$ cat src/rtl/counter_load_tc_pkg.sv
`default_nettype none
// +--------------------------------------------------------------------+
// | Module   : counter_load_tc_pkg                                     |
// | Purpose  : Shared constants for the CA2 datapath counter: default  |
// |            width and the all-ones / zero patterns of that width.   |
// | Ports    : none (package)                                          |
// | Revision : 1.0  initial release                                    |
// +--------------------------------------------------------------------+
package counter_load_tc_pkg;

   localparam int unsigned      CNT_W    = 4;
   localparam logic [CNT_W-1:0] CNT_ONES = '1;
   localparam logic [CNT_W-1:0] CNT_ZERO = '0;

endpackage : counter_load_tc_pkg
`default_nettype wire

$ cat src/rtl/counter_load_tc_and.sv
`default_nettype none
// +--------------------------------------------------------------------+
// | Module   : And                                                     |
// | Purpose  : W-input AND reduction stage.                            |
// | Ports    : a [W-1:0] in  - operands                                |
// |            y         out - AND of all bits of a                    |
// | Revision : 1.0  initial release                                    |
// +--------------------------------------------------------------------+
module And
   import counter_load_tc_pkg::*;
#(
   parameter int unsigned W = CNT_W + 1
) (
   input  logic [W-1:0] a,
   output logic         y
);

   assign y = &a;

endmodule : And
`default_nettype wire

$ cat src/rtl/counter_load_tc_bit.sv
`default_nettype none
// +--------------------------------------------------------------------+
// | Module   : CounterBit                                              |
// | Purpose  : One slice of the loadable ripple-toggle counter.        |
// | Ports    : clk   in  - clock, rising edge                          |
// |            rst   in  - synchronous active-high reset               |
// |            ld    in  - parallel load strobe                        |
// |            d     in  - load data for this bit                      |
// |            t_in  in  - toggle request from the lower bits          |
// |            q     out - registered bit value                        |
// |            t_out out - toggle request to the next bit              |
// | Revision : 1.0  initial release                                    |
// +--------------------------------------------------------------------+
module CounterBit
   import counter_load_tc_pkg::*;
(
   input  logic clk,
   input  logic rst,
   input  logic ld,
   input  logic d,
   input  logic t_in,
   output logic q,
   output logic t_out
);

   logic r_q;

   always_ff @(posedge clk) begin
      if (rst) begin
         r_q <= 1'b0;
      end else if (ld) begin
         r_q <= d;
      end else if (t_in) begin
         r_q <= ~r_q;
      end
   end

   assign q     = r_q;
   // This bit and every lower bit are one and enabled: the next bit toggles.
   assign t_out = r_q & t_in;

endmodule : CounterBit
`default_nettype wire

$ cat src/rtl/counter_load_tc.sv
`default_nettype none
// +--------------------------------------------------------------------+
// | Module   : counter_load_tc                                         |
// | Purpose  : Loadable N-bit synchronous up-counter with terminal-    |
// |            count carry-out for cascading.                          |
// | Ports    : clk    in  - clock, rising edge                         |
// |            rst    in  - synchronous active-high reset (cnt <= 0)   |
// |            ld     in  - load par_in (beats en)                     |
// |            en     in  - count enable                               |
// |            par_in in  - [N-1:0] load value                         |
// |            cnt    out - [N-1:0] registered count                   |
// |            co     out - &{en, cnt}, combinational                  |
// | Revision : 1.0  initial release                                    |
// +--------------------------------------------------------------------+
module counter_load_tc
   import counter_load_tc_pkg::*;
#(
   parameter int unsigned N = CNT_W
) (
   input  logic         clk,
   input  logic         rst,
   input  logic         ld,
   input  logic         en,
   input  logic [N-1:0] par_in,
   output logic [N-1:0] cnt,
   output logic         co
);

   logic [N-1:0] w_q;
   logic [N-1:0] w_t;
   logic         w_chain_unused;

   assign w_t[0] = en;

   generate
      for (genvar i = 0; i < N; i++) begin : g_bit
         if (i < N - 1) begin : g_mid
            CounterBit u_bit (
               .clk   (clk),
               .rst   (rst),
               .ld    (ld),
               .d     (par_in[i]),
               .t_in  (w_t[i]),
               .q     (w_q[i]),
               .t_out (w_t[i+1])
            );
         end else begin : g_top
            // The chain's final toggle output is not the carry; co comes
            // only from the reduction stage below.
            CounterBit u_bit (
               .clk   (clk),
               .rst   (rst),
               .ld    (ld),
               .d     (par_in[i]),
               .t_in  (w_t[i]),
               .q     (w_q[i]),
               .t_out (w_chain_unused)
            );
         end
      end
   endgenerate

   assign cnt = w_q;

   // co ignores ld/rst on purpose: a cascade gates its next stage with ~ld.
   And #(.W(N + 1)) u_co_and (
      .a ({en, w_q}),
      .y (co)
   );

endmodule : counter_load_tc
`default_nettype wire

$ cat config.mk
export PLATFORM = sky130hd
export DESIGN_NAME = counter_load_tc
export DESIGN_NICKNAME = d
export VERILOG_FILES = /design/src/rtl/counter_load_tc_pkg.sv /design/src/rtl/counter_load_tc_and.sv /design/src/rtl/counter_load_tc_bit.sv /design/src/rtl/counter_load_tc.sv
export SDC_FILE = /design/constraint.sdc
export NUM_CORES = 1
export LEC_CHECK = 0
export ABC_AREA = 1
export CAP_MARGIN = 20
export CORE_AREA = 3 3 40 42
export DETAILED_ROUTE_END_ITERATION = 10
export DIE_AREA = 0 0 43 45
export PLACE_DENSITY = 0.49
export SETUP_SLACK_MARGIN = 0.2
export SYNTH_ARGS = -nofsm -noshare
export SYNTH_HDL_FRONTEND = slang
export SYNTH_SLANG_ARGS = --single-unit
export TNS_END_PERCENT = 10
$ cat constraint.sdc
create_clock -name clk -period 0.8 [get_ports clk]
set_clock_uncertainty 0.15 [all_clocks]
set_input_delay 0.12 -clock clk [delete_from_list [all_inputs] [get_ports clk]]
set_output_delay 0.12 -clock clk [all_outputs]
set_load 0.05 [all_outputs]
* Word-level counts from Yosys, hierarchy flattened
Cells that the tools add are included.
** Storage, ports and cells
- Register bits :: 4
- Bits of input ports :: 8
- Output and inout bits :: 5
- Word-level logic and storage cells :: 24
** Cells by class
- Mux-type cells :: 8
- Bitwise gates (word level) :: 7
- Reductions and logical operators :: 5
** Operator list (count)
- $mux 1 :: 8
- $reduce_bool 2->1 :: 4
- $reduce_and 5->1 :: 1
- $not 1->1 :: 4
- $and 1x1->1 :: 3

* Logic depth before layout (Yosys ltp)
Gate-level depths: netlist (run 1).
- Depth in word-level cells :: 5
- Gate-level depth with buffers :: 6
- Depth with buffers taken out :: 6

* Hierarchy
Synthesis (run 1) repeated with hierarchy kept, for this count alone.
** Second synthesis, totals
- Cell total of the unflattened synthesis :: 43
- Area, all modules :: 247.7 um^2
** Modules (own cells, without submodules)
- CounterBit :: instances 4, cells each 10, area an instance 58.8 um^2, seq. area each 20.0 um^2
- And :: instances 1, cells each 3, area an instance 12.5 um^2, seq. area each 0.0 um^2

* Least setup slack after synthesis (run 1)
OpenSTA, ideal clock, no wires.
- Path type :: register to output
- Start :: register g_bit[1].g_mid.u_bit.r_q
- End :: output port co
- Arrival time :: 1195 ps
- Data required time :: 530 ps
- Setup slack :: -665 ps
- Cell stages (with the launch flop) :: 5
- Path buffers :: 0
- Cell sequence :: dfxtp_1 > nand2_1 > inv_1 > nand2_1 > nor2_1
** On the way
- Cells in the longest elaborated chain, start to end :: 1
** Ends and longest elaborated chain
- start: declaration :: RTL line counter_load_tc_bit.sv:26 : logic r_q;
- start signal: assignment :: RTL line counter_load_tc_bit.sv:34 : r_q <= ~r_q;
- $reduce_and 5->1 :: RTL line counter_load_tc_and.sv:18 : assign y = &a;
- end: declaration :: RTL line counter_load_tc.sv:26 : output logic co
Every way passes these cells.

* Final worst setup path (run 1)
- Start :: register g_bit[0].g_mid.u_bit.r_q
- End :: output port co
** On the way
- Cells in the longest elaborated chain, start to end :: 1
** Ends and longest elaborated chain (RTL line)
- start: declaration :: counter_load_tc_bit.sv:26
- start signal: assignment :: counter_load_tc_bit.sv:34
- $reduce_and 5->1 :: counter_load_tc_and.sv:18
Every way passes these cells.

==> run metrics, run 1 <==
Power per Cell Area 1480 nW/um2; fill count 130; DPL Wire Length 438.4 um; Post-Syn Area per Cell 6.425 um2; Initial Utilization 18.50%; status finished with violations; initial antenna violation count 0; slowest stage cell on the critical path dfxtp_2; total congestion overflow 0; internal reg-to-reg setup slack -0.36 ns; NetSw 226.6 uW; Sequential Power Share 30.5%; post-synth top area share 33.68%; largest area contributor in the netlist dfxtp_1; final WL 569 um; Largest stage delay, worst path 0.32 ns; Worst Path Max Fanout 2; max cap viols 0; vias in the first global route 238; Num CTS Buffers 3; clock share of power 35.1%; TNS Setup -2.691 ns; HP Class in2reg; DRC 0; post-route antenna net violation count 0; routability cong. 0.7564; RR Startpoint g_bit[0].g_mid.u_bit.q$_SDFFE_PP0P_; startpoint type of the worst setup path flop; reg2reg path depth 6; DRT iter0 DRCs 7; vias per cell 4.042; yosys synthesis warning count 0; Synth Register Bits 4; area grow syn2layout 113.7%; num rows 13; Vert. Die Dim 45 um; Netlist cell types 12; delay-heaviest family, CP flip-flops; RSZ-0062 raised after global routing yes; CP Data Arrival Time 0.98 ns; highest clock rate 797.0 MHz; All-Layer GR Usage 6.739%; Final min period 1.255 ns; number of H-tree levels 1; Skew-Pair Late Insertion Delay 0.24 ns; crit path cell chain nand2_2 > inv_2 > nand2_4 > nor2_4 > buf_12; Final #Nets 67; Final Hold Vio Count 0; syn_nets 45; diode count 0; Data required, critical path 0.53 ns; Seq/Total Area, Yosys 33.68%; Synth area leaders dfxtp_1, buf_4, nand2_1; Post-Syn Area 237.7 um2; Max Slew Vio Count 0; wire length per cell 7.903 um; largest net degree at the start of global routing 8; Root Driver clkbuf_4; worst hold start en; Non-Filler Instances 72; layout cells sized above 1 49.12%; Syn Inst Count 37; dpl ws -0.5525 ns; ratio of final minimum period to clock period 156.8%; Reg-to-Reg End g_bit[3].g_top.u_bit.q$_SDFFE_PP0P_; post-route setup slack -0.4547 ns; Die W 43 um; combinational cell fraction of total power 34.3%; P_leak 0.2448 nW; global-route wire length before repair 869 um; Layout Utilization 39.53%; VDD IR-drop max 544.3 uV; PortBufs 12; Top Ports 13; crit path kind reg2out; clock slew at reported path FFs 0.04 ns; failing checks negative setup slack; overall power 752.0 uW; Setup-failing EPs final 9; Worst Path Buf+Inv 2; via count 291; Sink Count 4; Hold Path Depth 5; Clock Tree Buf Depth 2; die area 1935 um2; dpl cells 67; Rel. slew slack 90.42%; Core Box Area 1285 um2; DR pass1 iterations 4; Hold EP g_bit[0].g_mid.u_bit.q$_SDFFE_PP0P_; kind of end point of the critical path output pin; Sw Share 30.13%; P_int 525.4 uW; CTS tree yes; Hold Buf Count CTS 0; Tightest Pin Transition 0.1432 ns
==> worst max-delay path by stage <==
stage / startpoint / to / cells past startpoint
finish: g_bit[0].g_mid.u_bit.q$_SDFFE_PP0P_ / co / 5
global route: g_bit[0].g_mid.u_bit.q$_SDFFE_PP0P_ / co / 5
CTS: g_bit[0].g_mid.u_bit.q$_SDFFE_PP0P_ / co / 5
detailed placement: en / co / 6
global placement: en / co / 6
floorplan: g_bit[1].g_mid.u_bit.q$_SDFFE_PP0P_ / co / 4
==> tightest hold or removal path: stages <==
cell	delay [ns]
dlygate4sd2_1	0.23
nor2_1	0.05
nor2_1	0.10
nor2_1	0.04
nor2_1	0.07
==> repair_timing <==
item / CTS / global route
resized for setup: 5 / 2
pin swaps: 3 / 0
endpoints found under the hold margin: 0 / 0
setup endpoints to repair: 9 / 9
buffers inserted: 2 / 0
==> state kept, by name, summed over array words and instances (netlist names) <==
| name | flops |
|---|---|
| g_bit.g_top.u_bit.q | 1 |
| g_bit.g_mid.u_bit.q | 3 |
==> cell usage after synthesis (all sizes together) <==
| library cell | number |
|---|---|
| buf | 4 |
| nand2 | 8 |
| nand3 | 1 |
| a21oi | 3 |
| inv | 6 |
| dfxtp | 4 |
| xor2 | 1 |
| o21ai | 5 |
| nor2 | 5 |
==> placed cells by master, fill, tap and decap left out <==
cell type | netlist | final
xor2_1 | 1 | 1
nand2_4 | 0 | 1
nand2_1 | 7 | 5
clkbuf_4 | 0 | 3
clkdlybuf4s50_1 | 0 | 6
nand2_2 | 1 | 2
o21ai_0 | 4 | 4
o21ai_1 | 1 | 1
nor2_4 | 0 | 1
inv_1 | 5 | 3
nor2_1 | 5 | 4
inv_2 | 1 | 3
a21oi_1 | 3 | 3
dlygate4sd2_1 | 0 | 1
nand3_1 | 1 | 1
dfxtp_2 | 0 | 4
buf_4 | 4 | 9
buf_12 | 0 | 5
==> through the flow <==
stage	area [um2]	hold slack (ns)
after global routing	508.0	0.3087
final	508.0	0.2543
after detailed placement	461.7	0.3568
after global placement	461.7	0.3648
after CTS	503.0	0.2585
after floorplan	250.2	0.03907
==> cells by family (layout without fill, tap and decap cells) <==
| group | Yosys count | after routing | synth area share [%] |
|---|---|---|---|
| xor gates and xnor gates | 1 | 1 | 3.685 |
| AOI/OAI and AO/OA | 8 | 8 | 16.84 |
| and+or+nand+nor | 14 | 14 | 23.69 |
| buffers and inverters | 10 | 30 | 22.11 |
| DFF | 4 | 4 | 33.69 |
==> layout make-up <==
class                      count  area (um2)  share of cell area, %
sequential                     4       85.08                  16.75
tap                           15       18.77                  3.695
timing repair buffer          21       236.5                  46.55
multi-input combinational     23       122.6                  24.14
inverter                       6       22.52                  4.433
clock buffer                   3       22.52                  4.433
==> power by group through the flow <==
stage	combinational, mW	clock (mW)	sequential (mW)
2_1_floorplan	0.125	0	0.232
6_report	0.258	0.264	0.230
5_1_grt	0.274	0.290	0.232
3_5_place_dp	0.254	0	0.230
3_3_place_gp	0.253	0	0.231
4_1_cts	0.258	0.278	0.230
==> per-layer routing <==
metal	global-route usage (%)	vias to the layer above	share of wire, %
met4	9.036	0	3.3
met3	2.390	2	12
met1	6.731	120	40
met2	9.581	16	44
li1	-	153	-
met5	0	-	0
Note: power is estimated with default switching activity, not from simulation.
==> inputs of run 2 (changes only) <==
==> constraint.sdc (replaced) <==
create_clock -name clk -period 0.8 [get_ports clk]
set_clock_uncertainty 0.15 [all_clocks]
set_input_delay 0.16 -clock clk [delete_from_list [all_inputs] [get_ports clk]]
set_output_delay 0.16 -clock clk [all_outputs]
set_load 0.05 [all_outputs]
==> run metrics, run 2 (synthesis results as in run 1) <==
Sink Count 4 (unchanged); wire length per cell 7.903 um (unchanged); max cap viols 0 (unchanged); Clock Tree Buf Depth 2 (unchanged); final WL 569 um (unchanged); Worst Path Max Fanout 2 (unchanged); number of H-tree levels 1 (unchanged); Vert. Die Dim 45 um (unchanged); fill count 130 (unchanged); DR pass1 iterations 4 (unchanged); DPL Wire Length 438.4 um (unchanged); post-route setup slack -0.4947 ns (-0.04000 ns); HP Class in2reg; failing checks negative setup slack; most common cell after layout, fill and taps aside buf_4; DRT iter0 DRCs 7 (unchanged); routability cong. 0.7564 (unchanged); Skew-Pair Late Insertion Delay 0.24 ns (about the same); area grow syn2layout 113.2%; CTS tree yes; clock share of power 35.2% (about the same); VDD IR-drop max 536.2 uV (-1.5%); Root Driver clkbuf_4; Core Box Area 1285 um2 (unchanged); DRC 0 (unchanged); Data required, critical path 0.49 ns (-0.04 ns); diode count 0 (unchanged); total congestion overflow 0 (unchanged); Final #Nets 67 (unchanged); Max Slew Vio Count 0 (unchanged); Layout Utilization 39.44% (-0.097 points); dpl cells 67 (unchanged); clock slew at reported path FFs 0.04 ns (about the same); Sw Share 30.20% (+0.074 points); max reg flops 3 (unchanged); multi-input logic area 122.6 um2 (unchanged); status finished with violations; Die W 43 um (unchanged); layout cells sized above 1 49.12% (unchanged); Final Hold Vio Count 0 (unchanged); Initial Utilization 18.50% (unchanged); NetSw 226.6 uW (about the same); post-route antenna net violation count 0 (unchanged); largest net degree at the start of global routing 8 (unchanged); via count 291 (unchanged); vias per cell 4.042 (unchanged); Num CTS Buffers 3 (unchanged); highest clock rate 772.4 MHz (-3.1%); most frequent cells in the layout buf_4, nand2_1, clkdlybuf4s50_1, buf_12; startpoint type of the worst setup path flop; All-Layer GR Usage 6.739% (unchanged); Rel. slew slack 91.11% (+0.68 points); die area 1935 um2 (unchanged); combinational cell fraction of total power 34.2% (about the same); P_leak 0.2461 nW (+0.55%); PortBufs 12 (unchanged); num rows 13 (unchanged); kind of end point of the critical path output pin; vias in the first global route 238 (unchanged); crit path kind reg2out; Tightest Pin Transition 0.1320 ns (-0.01118 ns); Setup-failing EPs final 9 (unchanged); global-route wire length before repair 869 um (unchanged); Reg area 85.08 um2 (unchanged); Sequential Power Share 30.6% (about the same); ratio of final minimum period to clock period 161.8% (+5.0 points); Top Ports 13 (unchanged); RSZ-0062 raised after global routing yes; Power per Cell Area 1480 nW/um2 (about the same); P_int 523.6 uW (-0.35%); initial antenna violation count 0 (unchanged); CP Data Arrival Time 0.98 ns (about the same); Non-Filler Instances 72 (unchanged); Final min period 1.295 ns (+0.04000 ns)
==> run 2: area by class of cell <==
type	count	share of cell area, %
clock buffer	3	4.444
inverter	6	4.444
multi-input combinational	23	24.20
sequential	4	16.79
tap	15	3.704
timing repair buffer	21	46.42
==> run 2: worst paths after layout <==
kind / start / endpoint / slack (ns) / depth (start not counted)
worst min-delay path: ld / g_bit[0].g_mid.u_bit.q$_SDFFE_PP0P_ / 0.20 / 3
worst max register to register: g_bit[0].g_mid.u_bit.q$_SDFFE_PP0P_ / g_bit[3].g_top.u_bit.q$_SDFFE_PP0P_ / -0.36 / 6
worst max-delay path: g_bit[0].g_mid.u_bit.q$_SDFFE_PP0P_ / co / -0.49 / 5
worst min register to register: g_bit[3].g_top.u_bit.q$_SDFFE_PP0P_ / g_bit[3].g_top.u_bit.q$_SDFFE_PP0P_ / 0.34 / 2
==> run 2: power by group through the flow <==
stage / Sequential, mW / Combinational, mW / Clock [mW]
finish: 0.230 / 0.256 / 0.264
global route: 0.232 / 0.272 / 0.290
CTS: 0.230 / 0.257 / 0.278
detailed placement: 0.230 / 0.254 / 0
global placement: 0.231 / 0.253 / 0
floorplan: 0.232 / 0.125 / 0
==> run 2: per-stage QoR <==
stage          total power [mW]  hold WS [ns]  instance area [um2]  TNS, ns  setup WS, ns
2_1_floorplan            0.3571       0.07907                250.2  -0.7585       -0.3196
3_3_place_gp             0.4834        0.3648                461.7   -3.115       -0.6299
3_5_place_dp             0.4839        0.3568                461.7   -3.151       -0.6325
4_1_cts                  0.7646        0.1971                501.7   -2.958       -0.5091
5_1_grt                  0.7940        0.2299                506.7   -3.341       -0.5494
6_report                 0.7502        0.1956                506.7   -2.891       -0.4947
==> run 2: what timing repair did <==
action                                  in CTS  in global routing
endpoints found under the setup margin       9                  9
pin swaps                                    3                  0
resized for setup                            6                  2
cloned                                       0                  0
buffers inserted                             2                  0
hold buffers                                 0                  0
==> run 2: critical path: stages, from the launching register on <==
cell     delay [ns]
dfxtp_2        0.32
nand2_2        0.05
inv_2          0.07
nand2_4        0.06
nor2_4         0.10
buf_12         0.14
==> run 2: metal layers <==
metal  track usage [%]  vias up  wire length (um)
met2             9.581       16               251
li1                  -      153                 -
met1             6.731      120               231
met5                 0        -                 0
met3             2.390        2                67
met4             9.036        0                19
